File: config.mk
export PLATFORM = sky130hd
export DESIGN_NAME = secded_encoder_tx
export DESIGN_NICKNAME = d
export VERILOG_FILES = /design/src/rtl/secded_encoder_tx.sv
export SDC_FILE = /design/constraint.sdc
export NUM_CORES = 1
export LEC_CHECK = 0
export CAP_MARGIN = 10
export CORE_ASPECT_RATIO = 1.2
export CORE_MARGIN = 8
export CORE_UTILIZATION = 25
export DETAILED_ROUTE_END_ITERATION = 16
export GPL_ROUTABILITY_DRIVEN = 0
export GPL_TIMING_DRIVEN = 0
export PLACE_DENSITY = 0.46
export SETUP_SLACK_MARGIN = 0.3
export SLEW_MARGIN = 20
export SYNTH_ARGS = -nofsm -noshare
export SYNTH_HDL_FRONTEND = slang
export SYNTH_SLANG_ARGS = --single-unit
File: constraint.sdc
create_clock -name clock -period 3.17 [get_ports clock]
set_input_delay 0.951 -clock clock [delete_from_list [all_inputs] [get_ports clock]]
set_output_delay 0.951 -clock clock [all_outputs]
set_load 0.01 [all_outputs]
File: src/rtl/secded_encoder_tx.sv
// Byte-to-codeword SECDED encoder (13-bit extended Hamming, even overall parity)
// with an output FIFO, one-shot XOR error injection and a sent-codeword counter.
module secded_encoder_tx #(
  parameter int DEPTH = 2,
  parameter int CNT_W = 16
) (
  input  logic             clock,
  input  logic             reset,
  input  logic             in_valid,
  output logic             in_ready,
  input  logic [7:0]       in_data,
  output logic             out_valid,
  input  logic             out_ready,
  output logic [12:0]      out_code,
  input  logic             inj_arm,
  input  logic [12:0]      inj_mask,
  output logic             inj_pending,
  output logic [CNT_W-1:0] sent_count
);

  localparam int PTR_W = (DEPTH > 1) ? $clog2(DEPTH) : 1;
  localparam int OCC_W = PTR_W + 1;

  // Handshakes: a transfer happens on a rising edge where valid && ready;
  // valid never depends on ready, and in_ready depends only on occupancy.

  logic [12:0]      mem_q [DEPTH];
  logic [12:0]      mem_d [DEPTH];
  logic [PTR_W-1:0] wr_ptr_q, wr_ptr_d;
  logic [PTR_W-1:0] rd_ptr_q, rd_ptr_d;
  logic [OCC_W-1:0] occ_q, occ_d;
  logic [12:0]      inj_mask_q, inj_mask_d;
  logic             inj_pending_q, inj_pending_d;
  logic [CNT_W-1:0] sent_count_q, sent_count_d;

  logic [12:0] enc_body;
  logic [12:0] enc_word;
  logic [12:0] applied_mask;
  logic        push;
  logic        pop;

  // Data bits occupy the non-power-of-two positions; parity bits cover them.
  always_comb begin
    enc_body     = '0;
    enc_body[3]  = in_data[0];
    enc_body[5]  = in_data[1];
    enc_body[6]  = in_data[2];
    enc_body[7]  = in_data[3];
    enc_body[9]  = in_data[4];
    enc_body[10] = in_data[5];
    enc_body[11] = in_data[6];
    enc_body[12] = in_data[7];
    enc_body[1]  = ^{in_data[0], in_data[1], in_data[3], in_data[4], in_data[6]};
    enc_body[2]  = ^{in_data[0], in_data[2], in_data[3], in_data[5], in_data[6]};
    enc_body[4]  = ^{in_data[1], in_data[2], in_data[3], in_data[7]};
    enc_body[8]  = ^{in_data[4], in_data[5], in_data[6], in_data[7]};
  end

  assign enc_word = {enc_body[12:1], ^enc_body[12:1]};

  assign in_ready    = (occ_q != OCC_W'(DEPTH));
  assign out_valid   = (occ_q != '0);
  assign push        = in_valid && in_ready;
  assign pop         = out_valid && out_ready;
  assign out_code    = out_valid ? mem_q[rd_ptr_q] : '0;
  assign inj_pending = inj_pending_q;
  assign sent_count  = sent_count_q;

  // A same-cycle arm takes priority so its mask lands on the word accepted now.
  always_comb begin
    applied_mask = '0;
    if (inj_arm) begin
      applied_mask = inj_mask;
    end else if (inj_pending_q) begin
      applied_mask = inj_mask_q;
    end
  end

  always_comb begin
    mem_d    = mem_q;
    wr_ptr_d = wr_ptr_q;
    rd_ptr_d = rd_ptr_q;
    occ_d    = occ_q;
    if (push) begin
      mem_d[wr_ptr_q] = enc_word ^ applied_mask;
      wr_ptr_d        = wr_ptr_q + PTR_W'(1);
    end
    if (pop) begin
      rd_ptr_d = rd_ptr_q + PTR_W'(1);
    end
    case ({push, pop})
      2'b10:   occ_d = occ_q + OCC_W'(1);
      2'b01:   occ_d = occ_q - OCC_W'(1);
      default: occ_d = occ_q;
    endcase
  end

  always_comb begin
    inj_mask_d    = inj_mask_q;
    inj_pending_d = inj_pending_q;
    if (inj_arm) begin
      inj_mask_d    = inj_mask;
      inj_pending_d = 1'b1;
    end
    if (push) begin
      inj_pending_d = 1'b0;
    end
  end

  always_comb begin
    sent_count_d = sent_count_q;
    if (pop) begin
      sent_count_d = sent_count_q + CNT_W'(1);
    end
  end

  always_ff @(posedge clock) begin
    if (reset) begin
      mem_q         <= '{default: '0};
      wr_ptr_q      <= '0;
      rd_ptr_q      <= '0;
      occ_q         <= '0;
      inj_mask_q    <= '0;
      inj_pending_q <= 1'b0;
      sent_count_q  <= '0;
    end else begin
      mem_q         <= mem_d;
      wr_ptr_q      <= wr_ptr_d;
      rd_ptr_q      <= rd_ptr_d;
      occ_q         <= occ_d;
      inj_mask_q    <= inj_mask_d;
      inj_pending_q <= inj_pending_d;
      sent_count_q  <= sent_count_d;
    end
  end

endmodule

==> results of run 1 <==
[final timing paths]
path | cells past startpoint | endpoint | slack, ps
worst max-delay path | 5 | out_code[8] | 430
worst min-delay path | 2 | mem_q[23]$_SDFFE_PP0P_ | 450
worst max register to register | 7 | mem_q[19]$_SDFFE_PP0P_ | 1240
worst min register to register | 2 | mem_q[23]$_SDFFE_PP0P_ | 450
[layout make-up]
type	count	area [sq um]
repair buffers	56	560.5
plain buffers	17	93.84
multi-input cells	219	1463
flip-flops and latches	60	1201
inverters	4	15.01
clock inverters	4	72.57
fillers	1107	7061
well taps	132	165.2
clock buffers	12	246.5
[stage by stage]
stage               total power [uW]  hold slack [ps]  area, sq um
floorplan                       1318            424.8         2753
finish                          2608            450.7         3817
CTS                             2644            453.2         3805
detailed placement              1577            444.5         3478
global placement                1572            436.8         3478
global route                    2761            463.9         3817
[metal layers]
| metal | routed length [um] | part of all wire (%) | vias up |
|---|---|---|---|
| met2 | 3578 | 49 | 32 |
| met3 | 262 | 3.6 | 8 |
| li1 | - | - | 1154 |
| met5 | 0 | 0 | - |
| met1 | 3327 | 46 | 1035 |
| met4 | 130 | 1.8 | 0 |
[power by group]
group	internal (uW)	leakage, uW	switching, uW
Combinational	324	0.000790	348
Sequential	837	0.000490	58.1
Clock	708	0.000153	332
Total	1870	0.00143	739
[layout by cell type (no fill, tap or decap), types with 11 or more instances in the layout]
cell and count:
a21oi_1 13, clkdlybuf4s50_1 56, nand2_1 29, xnor2_1 25
xor2_1 14, dfxtp_1 60, a22oi_1 13, mux2i_1 27
a22o_1 11, nor2_1 52
[kinds of logic after synthesis]
| logic type | after synthesis | share of synthesized area, % |
|---|---|---|
| mux | 27 | 9.818 |
| flops | 60 | 43.64 |
| simple gates | 105 | 16.32 |
| buf+inv | 21 | 3.500 |
| compound gates | 43 | 10.95 |
| xor+xnor | 42 | 14.86 |
| fa+ha+maj | 2 | 0.9089 |
[state kept, by name, summed over array words and instances, names as in the netlist]
register,flops
inj_mask_q,13
inj_pending,1
mem_q,26
occ_q,2
rd_ptr_q,1
sent_count,16
wr_ptr_q,1
[worst min-delay path: cells and delay by family, from the launching register on]
family	cells	cell delay, ps
flip-flops	1	300
AND/OR/NAND/NOR	1	50
AO/OA/AOI/OAI	1	50
[repair_timing]
item | 4_1_cts | 5_1_grt
gates resized for setup | 4 | 4
cloned | 0 | 0
setup endpoints to repair | 10 | 8
hold buffers | 0 | 0
==> out/metrics.cfg, run 1 <==
[synth]
synth.distinct_cells=32
yosysMostFrequentCell=dfxtp_1
synth.area.top_cells=dfxtp_1 44%, mux2i_1 9.8%, xnor2_1 8.0%
yosys_warnings=0
dominantRegCellSynth=dfxtp_1
syn_inst=300
yosys.area.top_type=dfxtp_1
syn_area_per_cell_sq_um=9.175
synth.top_cell.area_share_pct=43.64
ys_seq_elements=60
synth-edff-count=0
ys_seq_area_share_pct=43.64
synthArstFlopShare_pct=0
synth_nets=328
synth_area_sq_um=2753
synthTopCellsByCount=60 x dfxtp_1, 53 x nor2_1, 29 x nand2_1, 27 x mux2i_1, 25 x xnor2_1

[critical_path]
r2r-start=occ_q[0]$_SDFFE_PP0P_
slowest_stage=clkdlybuf4s50_1
crit_start=rd_ptr_q$_SDFFE_PP0P_
critical_path.max_fanout=10
worst-path-buf-inv=3
path_delay_family=buffers and inverters
crit_path_max_incr_delay_ps=480
arrival_ps=1790
crit_chain=buf_2 > buf_8 > mux2i_1 > nor2_1 > clkdlybuf4s50_1
crit_required_ps=2220
start_kind=flip-flop
path_class=flip-flop to output port
end_kind=output port

[clocking]
clock_sinks=60
cts_buffer_depth=2
cts_tree=done
postCtsSetupRepairBufs=0
cts_buffers=9
clk_latency_ps=320
cts_root_buf=clkbuf_16
htree_levels=3
clkTransAtPathRegs_ps=50

[global_routing]
use_met2_pct=17.52
track_usage_pct=10.26
grt_pass1_vias=2282
gr-total-overflow=0
busiest_layer=met2
grtUsageMet3_pct=2.621
grt_max_degree=11
grtUsageMet1_pct=11.88
grt_first_pass_wirelength_um=11760
antenna_found_initial=0

[detailed_routing]
drc=0
wire_per_inst_um=14.48
dr_total_vias=2229
drtPass1Iterations=6
avgViaCountPerCell=4.423
ant_nets=0
drtIter0Drc=70
routed_wl_um=7299

[sta]
drv_slew=0
tightest_slew_ps=684.5
clock_skew_ps=6.242
setup_violations=0
max_freq_ghz=0.3655
hold_violations=0
fin_setup_tns_ps=0
post-route-min-period_ps=2736
fin_ws_ps=433.8
post-route-period-util_pct=86.31
rsz0062_at_grt=no
relSlewSlack_pct=53.95

[die]
die_width_um=111.8
design.core.area_sq_um=10880
die_h_um=130.9
dieArea_sq_um=14640
row_count=42
io_pins=58
initial_utilization_pct=25.30

[pwr]
p_per_area_nw_per_um2=683.3
leakagePower_uw=0.001433
vdd_ir_drop_max_mv=0.2650

[finish]
final-instance-count-excl-fill=504
utilization_pct=35.09
syn_to_final_growth_pct=38.68
diodes=0
drive_gt1_share_pct=6.989
nets=395

[worst_hold_path]
holdCritStartpoint=mem_q[23]$_SDFFE_PP0P_
min_path_type=flip-flop to flip-flop

[placed_design]
dpl.cell_count=488
hpwl_um=5586
dp_slack_ps=317.8
io_buffers=56

[flow_run]
drv_cap=0

[status]
status=completed

No activity file was read; power rests on OpenSTA's default activity.
==> inputs of run 2 (changes only) <==
MAX_ROUTING_LAYER = met4   (was default)
==> run 2 against run 1 <==
Effect of this change:
- non-clock buffer count unchanged
- core utilization unchanged
- largest cell class unchanged
- hold slack unchanged
- sequential power about the same
- highest routed layer unchanged
- first-iteration DRC count decreased by 2.9%
- maximum frequency increased by 0.11%
- via count about the same
- design area unchanged
- die area unchanged
- clock-buffer cell count unchanged
- critical path type unchanged
- sequential cell count unchanged
- power about the same
==> out/metrics.cfg, run 2 (same netlist as run 1, synthesis figures left out) <==
[die]
io_pins=58  ; unchanged
design.core.area_sq_um=10880  ; unchanged
dieArea_sq_um=14640  ; unchanged
die_h_um=130.9  ; unchanged
row_count=42  ; unchanged
die_width_um=111.8  ; unchanged
initial_utilization_pct=25.30  ; unchanged

[clocking]
hold_buffers=0  ; unchanged
cts_buffer_depth=2  ; unchanged
cts_tree=done  ; unchanged
clock_sinks=60  ; unchanged
cts_root_buf=clkbuf_16  ; unchanged
cts_buffers=9  ; unchanged
clk_latency_ps=320  ; about the same
postCtsSetupRepairBufs=0  ; unchanged
htree_levels=3  ; unchanged
clkTransAtPathRegs_ps=50  ; about the same

[pwr]
power_uw=2608  ; about the same
p_int_uw=1870  ; unchanged
switching_power_uw=738.0  ; was 738.6 uW
leakagePower_uw=0.001433  ; unchanged
vdd_ir_drop_max_mv=0.2647  ; was 0.2650 mV
p_clk_share_pct=39.9  ; about the same
pwr-share-comb_pct=25.8  ; about the same
seqPwrFrac_pct=34.3  ; about the same
p_per_area_nw_per_um2=683.2  ; was 683.3 nW/um^2
netSwitchingFraction_pct=28.30  ; was 28.32%

[sta]
holdWs_ps=450.7  ; unchanged
drv_slew=0  ; unchanged
relSlewSlack_pct=53.95  ; unchanged
setup_violations=0  ; unchanged
max_freq_ghz=0.3659  ; was 0.3655 GHz
tightest_slew_ps=684.5  ; unchanged
post-route-min-period_ps=2733  ; was 2736 ps
fin_setup_tns_ps=0  ; unchanged
hold_violations=0  ; unchanged
post-route-period-util_pct=86.22  ; was 86.31%
clock_skew_ps=6.273  ; was 6.242 ps
rsz0062_at_grt=yes  ; was no

[finish]
mostFrequentLayoutCells=60 x dfxtp_1, 56 x clkdlybuf4s50_1, 52 x nor2_1, 29 x nand2_1, 27 x mux2i_1  ; unchanged
final-instance-count-excl-fill=504  ; unchanged
drive_gt1_share_pct=6.989  ; unchanged
nets=395  ; unchanged
syn_to_final_growth_pct=38.68  ; unchanged
diodes=0  ; unchanged
fillers=1107  ; unchanged
fin_area_sq_um=3817  ; unchanged
largest-register=mem_q  ; unchanged
largest_reg_flops=26  ; unchanged
final_common_cell=dfxtp_1  ; unchanged

[global_routing]
antenna_found_initial=0  ; unchanged
gr-total-overflow=0  ; unchanged
grtUsageMet3_pct=2.207  ; was 2.621%
grt_first_pass_wirelength_um=11740  ; was 11760 um
grtUsageMet1_pct=12.18  ; was 11.88%
use_met2_pct=17.49  ; was 17.52%
grt_pass1_vias=2283  ; was 2282
track_usage_pct=10.57  ; was 10.26%
busiest_layer=met2  ; unchanged
grt_max_degree=11  ; unchanged

[detailed_routing]
dr_total_vias=2227  ; was 2229
drc=0  ; unchanged
routed_wl_um=7307  ; was 7299 um
avgViaCountPerCell=4.419  ; was 4.423
drtPass1Iterations=6  ; unchanged
ant_nets=0  ; unchanged
drtIter0Drc=68  ; was 70
wire_per_inst_um=14.50  ; was 14.48 um

[placed_design]
io_buffers=56  ; unchanged
dpl.cell_count=488  ; unchanged
hpwl_um=5586  ; unchanged
placed_area_sq_um=3478  ; unchanged

[critical_path]
end_kind=output port  ; unchanged
crit_required_ps=2220  ; about the same
start_kind=flip-flop  ; unchanged
path_class=flip-flop to output port  ; unchanged
arrival_ps=1780  ; was 1790 ps
critical_path.max_fanout=10  ; unchanged

[flow_run]
drv_cap=0  ; unchanged

[worst_hold_path]
min_path_type=flip-flop to flip-flop  ; unchanged

[status]
status=completed  ; unchanged

run 2: routing by layer:
layer	share of wire (%)	routed length, um
met4	1.8	131
met2	49	3573
met1	47	3407
met5	0	0
met3	2.7	194
run 2: metrics by stage:
step	util (%)	setup slack (ps)
after global routing	35.09	295.2
after CTS	34.98	297.4
after detailed placement	31.98	317.8
after floorplan	-	1066
final	35.09	436.7
after global placement	31.98	321.6
run 2: worst paths after layout:
kind	start	to	slack [ps]	cells past startpoint
setup reg to reg	occ_q[0]$_SDFFE_PP0P_	mem_q[19]$_SDFFE_PP0P_	1240	7
hold reg to reg	mem_q[23]$_SDFFE_PP0P_	mem_q[23]$_SDFFE_PP0P_	450	2
setup / recovery	rd_ptr_q$_SDFFE_PP0P_	out_code[8]	440	5
hold / removal	mem_q[23]$_SDFFE_PP0P_	mem_q[23]$_SDFFE_PP0P_	450	2
run 2: cell type report:
class	instances	area (sq um)	area share (%)
flip-flops and latches	60	1201	31.47
inverters	4	15.01	0.3933
clock inverters	4	72.57	1.901
clock buffers	12	246.5	6.457
repair buffers	56	560.5	14.68
multi-input cells	219	1463	38.32
well taps	132	165.2	4.326
plain buffers	17	93.84	2.458
run 2: critical path, stage by stage (launching register included):
cell and delay [ps]:
dfxtp_1 300, buf_2 190, buf_8 190, mux2i_1 240
nor2_1 60, clkdlybuf4s50_1 480
run 2: what timing repair did:
item / 4_1_cts / 5_1_grt
resized for setup: 4 / 4
gates cloned: 0 / 0
endpoints found under the setup margin: 10 / 9
hold endpoints to repair: 0 / 0
run 2: power by group through the flow:
| stage | logic (uW) | clock network [uW] | registers (uW) |
|---|---|---|---|
| after detailed placement | 670 | 0 | 907 |
| after global routing | 749 | 1100 | 909 |
| after global placement | 667 | 0 | 905 |
| final | 672 | 1040 | 896 |
| after floorplan | 420 | 0 | 897 |
| after CTS | 680 | 1070 | 893 |
==> inputs of run 3 (changes only) <==
CORE_MARGIN = 4   (was 8)
HOLD_SLACK_MARGIN = 0.15   (was default)
SLEW_MARGIN = default   (was 20)
==> run 3 against run 2 <==
Effect of this change:
- register-to-register slack about the same
- worst setup slack got worse by 61 ps
- via count increased by 0.94%
- critical endpoint is now out_code[6]
- design area about the same
- critical path depth unchanged
- clock skew increased by 2.7 ps
- routed wire length decreased by 3.3%
- largest power group unchanged
- largest cell class unchanged
==> out/metrics.cfg, run 3 (same netlist as run 1, synthesis figures left out) <==
[die]
io_pins=58  ; unchanged
dieArea_sq_um=12760  ; was 14640 sq um
die_width_um=103.8  ; was 111.8 um
row_count=41  ; was 42
design.core.area_sq_um=10620  ; was 10880 sq um
initial_utilization_pct=25.92  ; was 25.30%
die_h_um=122.9  ; was 130.9 um

[sta]
relSlewSlack_pct=55.23  ; was 53.95%
clock_skew_ps=9.008  ; was 6.273 ps
setup_violations=0  ; unchanged
holdWs_ps=452.2  ; was 450.7 ps
post-route-min-period_ps=2794  ; was 2733 ps
rsz0062_at_grt=no  ; was yes
max_freq_ghz=0.3579  ; was 0.3659 GHz
hold_violations=0  ; unchanged
fin_setup_tns_ps=0  ; unchanged
drv_slew=0  ; unchanged
tightest_slew_ps=665.4  ; was 684.5 ps
post-route-period-util_pct=88.15  ; was 86.22%

[global_routing]
antenna_found_initial=0  ; unchanged
grtUsageMet1_pct=15.20  ; was 12.18%
use_met2_pct=18.04  ; was 17.49%
track_usage_pct=11.77  ; was 10.57%
grt_first_pass_wirelength_um=11470  ; was 11740 um
gr-total-overflow=0  ; unchanged
grtUsageMet3_pct=2.663  ; was 2.207%
grt_max_degree=13  ; was 11
busiest_layer=met2  ; unchanged
grt_pass1_vias=2183  ; was 2283

[pwr]
leakagePower_uw=0.001427  ; was 0.001433 uW
p_per_area_nw_per_um2=687.5  ; was 683.2 nW/um^2
vdd_ir_drop_max_mv=0.2599  ; was 0.2647 mV

[detailed_routing]
wire_per_inst_um=14.11  ; was 14.50 um
routed_wl_um=7069  ; was 7307 um
drtIter0Drc=55  ; was 68
avgViaCountPerCell=4.487  ; was 4.419
dr_total_vias=2248  ; was 2227
drtPass1Iterations=4  ; was 6
drc=0  ; unchanged
ant_nets=0  ; unchanged

[clocking]
cts_root_buf=clkbuf_16  ; unchanged
htree_levels=3  ; unchanged
clkTransAtPathRegs_ps=60  ; was 50 ps
cts_buffers=9  ; unchanged
postCtsSetupRepairBufs=0  ; unchanged
clk_latency_ps=320  ; about the same
cts_buffer_depth=2  ; unchanged
clock_sinks=60  ; unchanged
hold_buffers=0  ; unchanged
cts_tree=done  ; unchanged

[critical_path]
worst-path-buf-inv=3  ; unchanged
crit_start=rd_ptr_q$_SDFFE_PP0P_  ; unchanged
rrSetupSlack_ps=1240  ; about the same
path_class=flip-flop to output port  ; unchanged
cp-endpoint=out_code[6]  ; was out_code[8]
slowest_stage=clkdlybuf4s50_1  ; unchanged
r2r_cells=7  ; unchanged
crit_path_max_incr_delay_ps=490  ; was 480 ps
critical_path.max_fanout=10  ; unchanged
path_delay_family=buffers and inverters  ; unchanged
cp.depth=5  ; unchanged
worstReg2RegEnd=mem_q[15]$_SDFFE_PP0P_  ; was mem_q[19]$_SDFFE_PP0P_
start_kind=flip-flop  ; unchanged
arrival_ps=1840  ; was 1780 ps
end_kind=output port  ; unchanged
crit_chain=clkbuf_2 > buf_6 > mux2i_1 > nor2_1 > clkdlybuf4s50_1  ; was buf_2 > buf_8 > mux2i_1 > nor2_1 > clkdlybuf4s50_1
crit_required_ps=2220  ; about the same
r2r-start=occ_q[0]$_SDFFE_PP0P_  ; unchanged

[finish]
mostFrequentLayoutCells=60 x dfxtp_1, 56 x clkdlybuf4s50_1, 52 x nor2_1, 29 x nand2_1, 26 x mux2i_1  ; was 60 x dfxtp_1, 56 x clkdlybuf4s50_1, 52 x nor2_1, 29 x nand2_1, 27 x mux2i_1
drive_gt1_share_pct=7.796  ; was 6.989%
largest-register=mem_q  ; unchanged
diodes=0  ; unchanged
nets=395  ; unchanged
largest_reg_flops=26  ; unchanged
utilization_pct=35.97  ; was 35.09%
fin_area_sq_um=3820  ; was 3817 sq um
syn_to_final_growth_pct=38.77  ; was 38.68%
final_common_cell=dfxtp_1  ; unchanged

[placed_design]
hpwl_um=5341  ; was 5586 um
io_buffers=56  ; unchanged
placed_area_sq_um=3475  ; was 3478 sq um

[flow_run]
drv_cap=0  ; unchanged

[status]
status=completed  ; unchanged

[worst_hold_path]
min_path_type=flip-flop to flip-flop  ; unchanged

run 3: area by class of cell:
class	instances	area, sq um
Tap cell	129	161.4
Fill cell	1119	6799
Multi-Input combinational cell	219	1466
Sequential cell	60	1201
Clock inverter	7	100.1
Clock buffer	9	225.2
Timing Repair Buffer	56	560.5
Inverter	4	15.01
Buffer	17	90.09
run 3: metrics by stage:
stage	setup slack (ps)	total power [uW]	std cells
finish	375.7	2626	501
global route	308.3	2772	501
CTS	338.4	2652	501
detailed placement	268.9	1576	485
global placement	302.6	1569	485
floorplan	1066	1318	300
run 3: power by group:
group          switching (uW)  internal, uW
Combinational             349           323
Clock                     364           691
Sequential               61.9           837
run 3: how the worst min path moves through the flow:
stage | slack (ps) | to | depth (start not counted) | from
after floorplan | 420 | mem_q[0]$_SDFFE_PP0P_ | 2 | mem_q[0]$_SDFFE_PP0P_
after global placement | 440 | mem_q[8]$_SDFFE_PP0P_ | 2 | mem_q[8]$_SDFFE_PP0P_
after detailed placement | 440 | mem_q[8]$_SDFFE_PP0P_ | 2 | mem_q[8]$_SDFFE_PP0P_
after CTS | 450 | mem_q[25]$_SDFFE_PP0P_ | 2 | mem_q[25]$_SDFFE_PP0P_
after global routing | 470 | mem_q[19]$_SDFFE_PP0P_ | 2 | mem_q[19]$_SDFFE_PP0P_
final | 450 | mem_q[19]$_SDFFE_PP0P_ | 2 | mem_q[19]$_SDFFE_PP0P_
run 3: repair_timing:
action	CTS	global route
hold endpoints to repair	0	0
endpoints found under the setup margin	10	8
resized for setup	5	2
run 3: worst min-delay path: cells and delay by family, from the launching register on:
kind,cells,cell delay [ps]
AND/OR/NAND/NOR,1,50
AO/OA/AOI/OAI,1,50
flip-flops,1,300
run 3: per-layer routing:
| metal | part of all wire [%] | vias up |
|---|---|---|
| li1 | - | 1161 |
| met1 | 49 | 1044 |
| met2 | 46 | 32 |
| met3 | 2.8 | 11 |
| met4 | 1.7 | 0 |
| met5 | 0 | - |
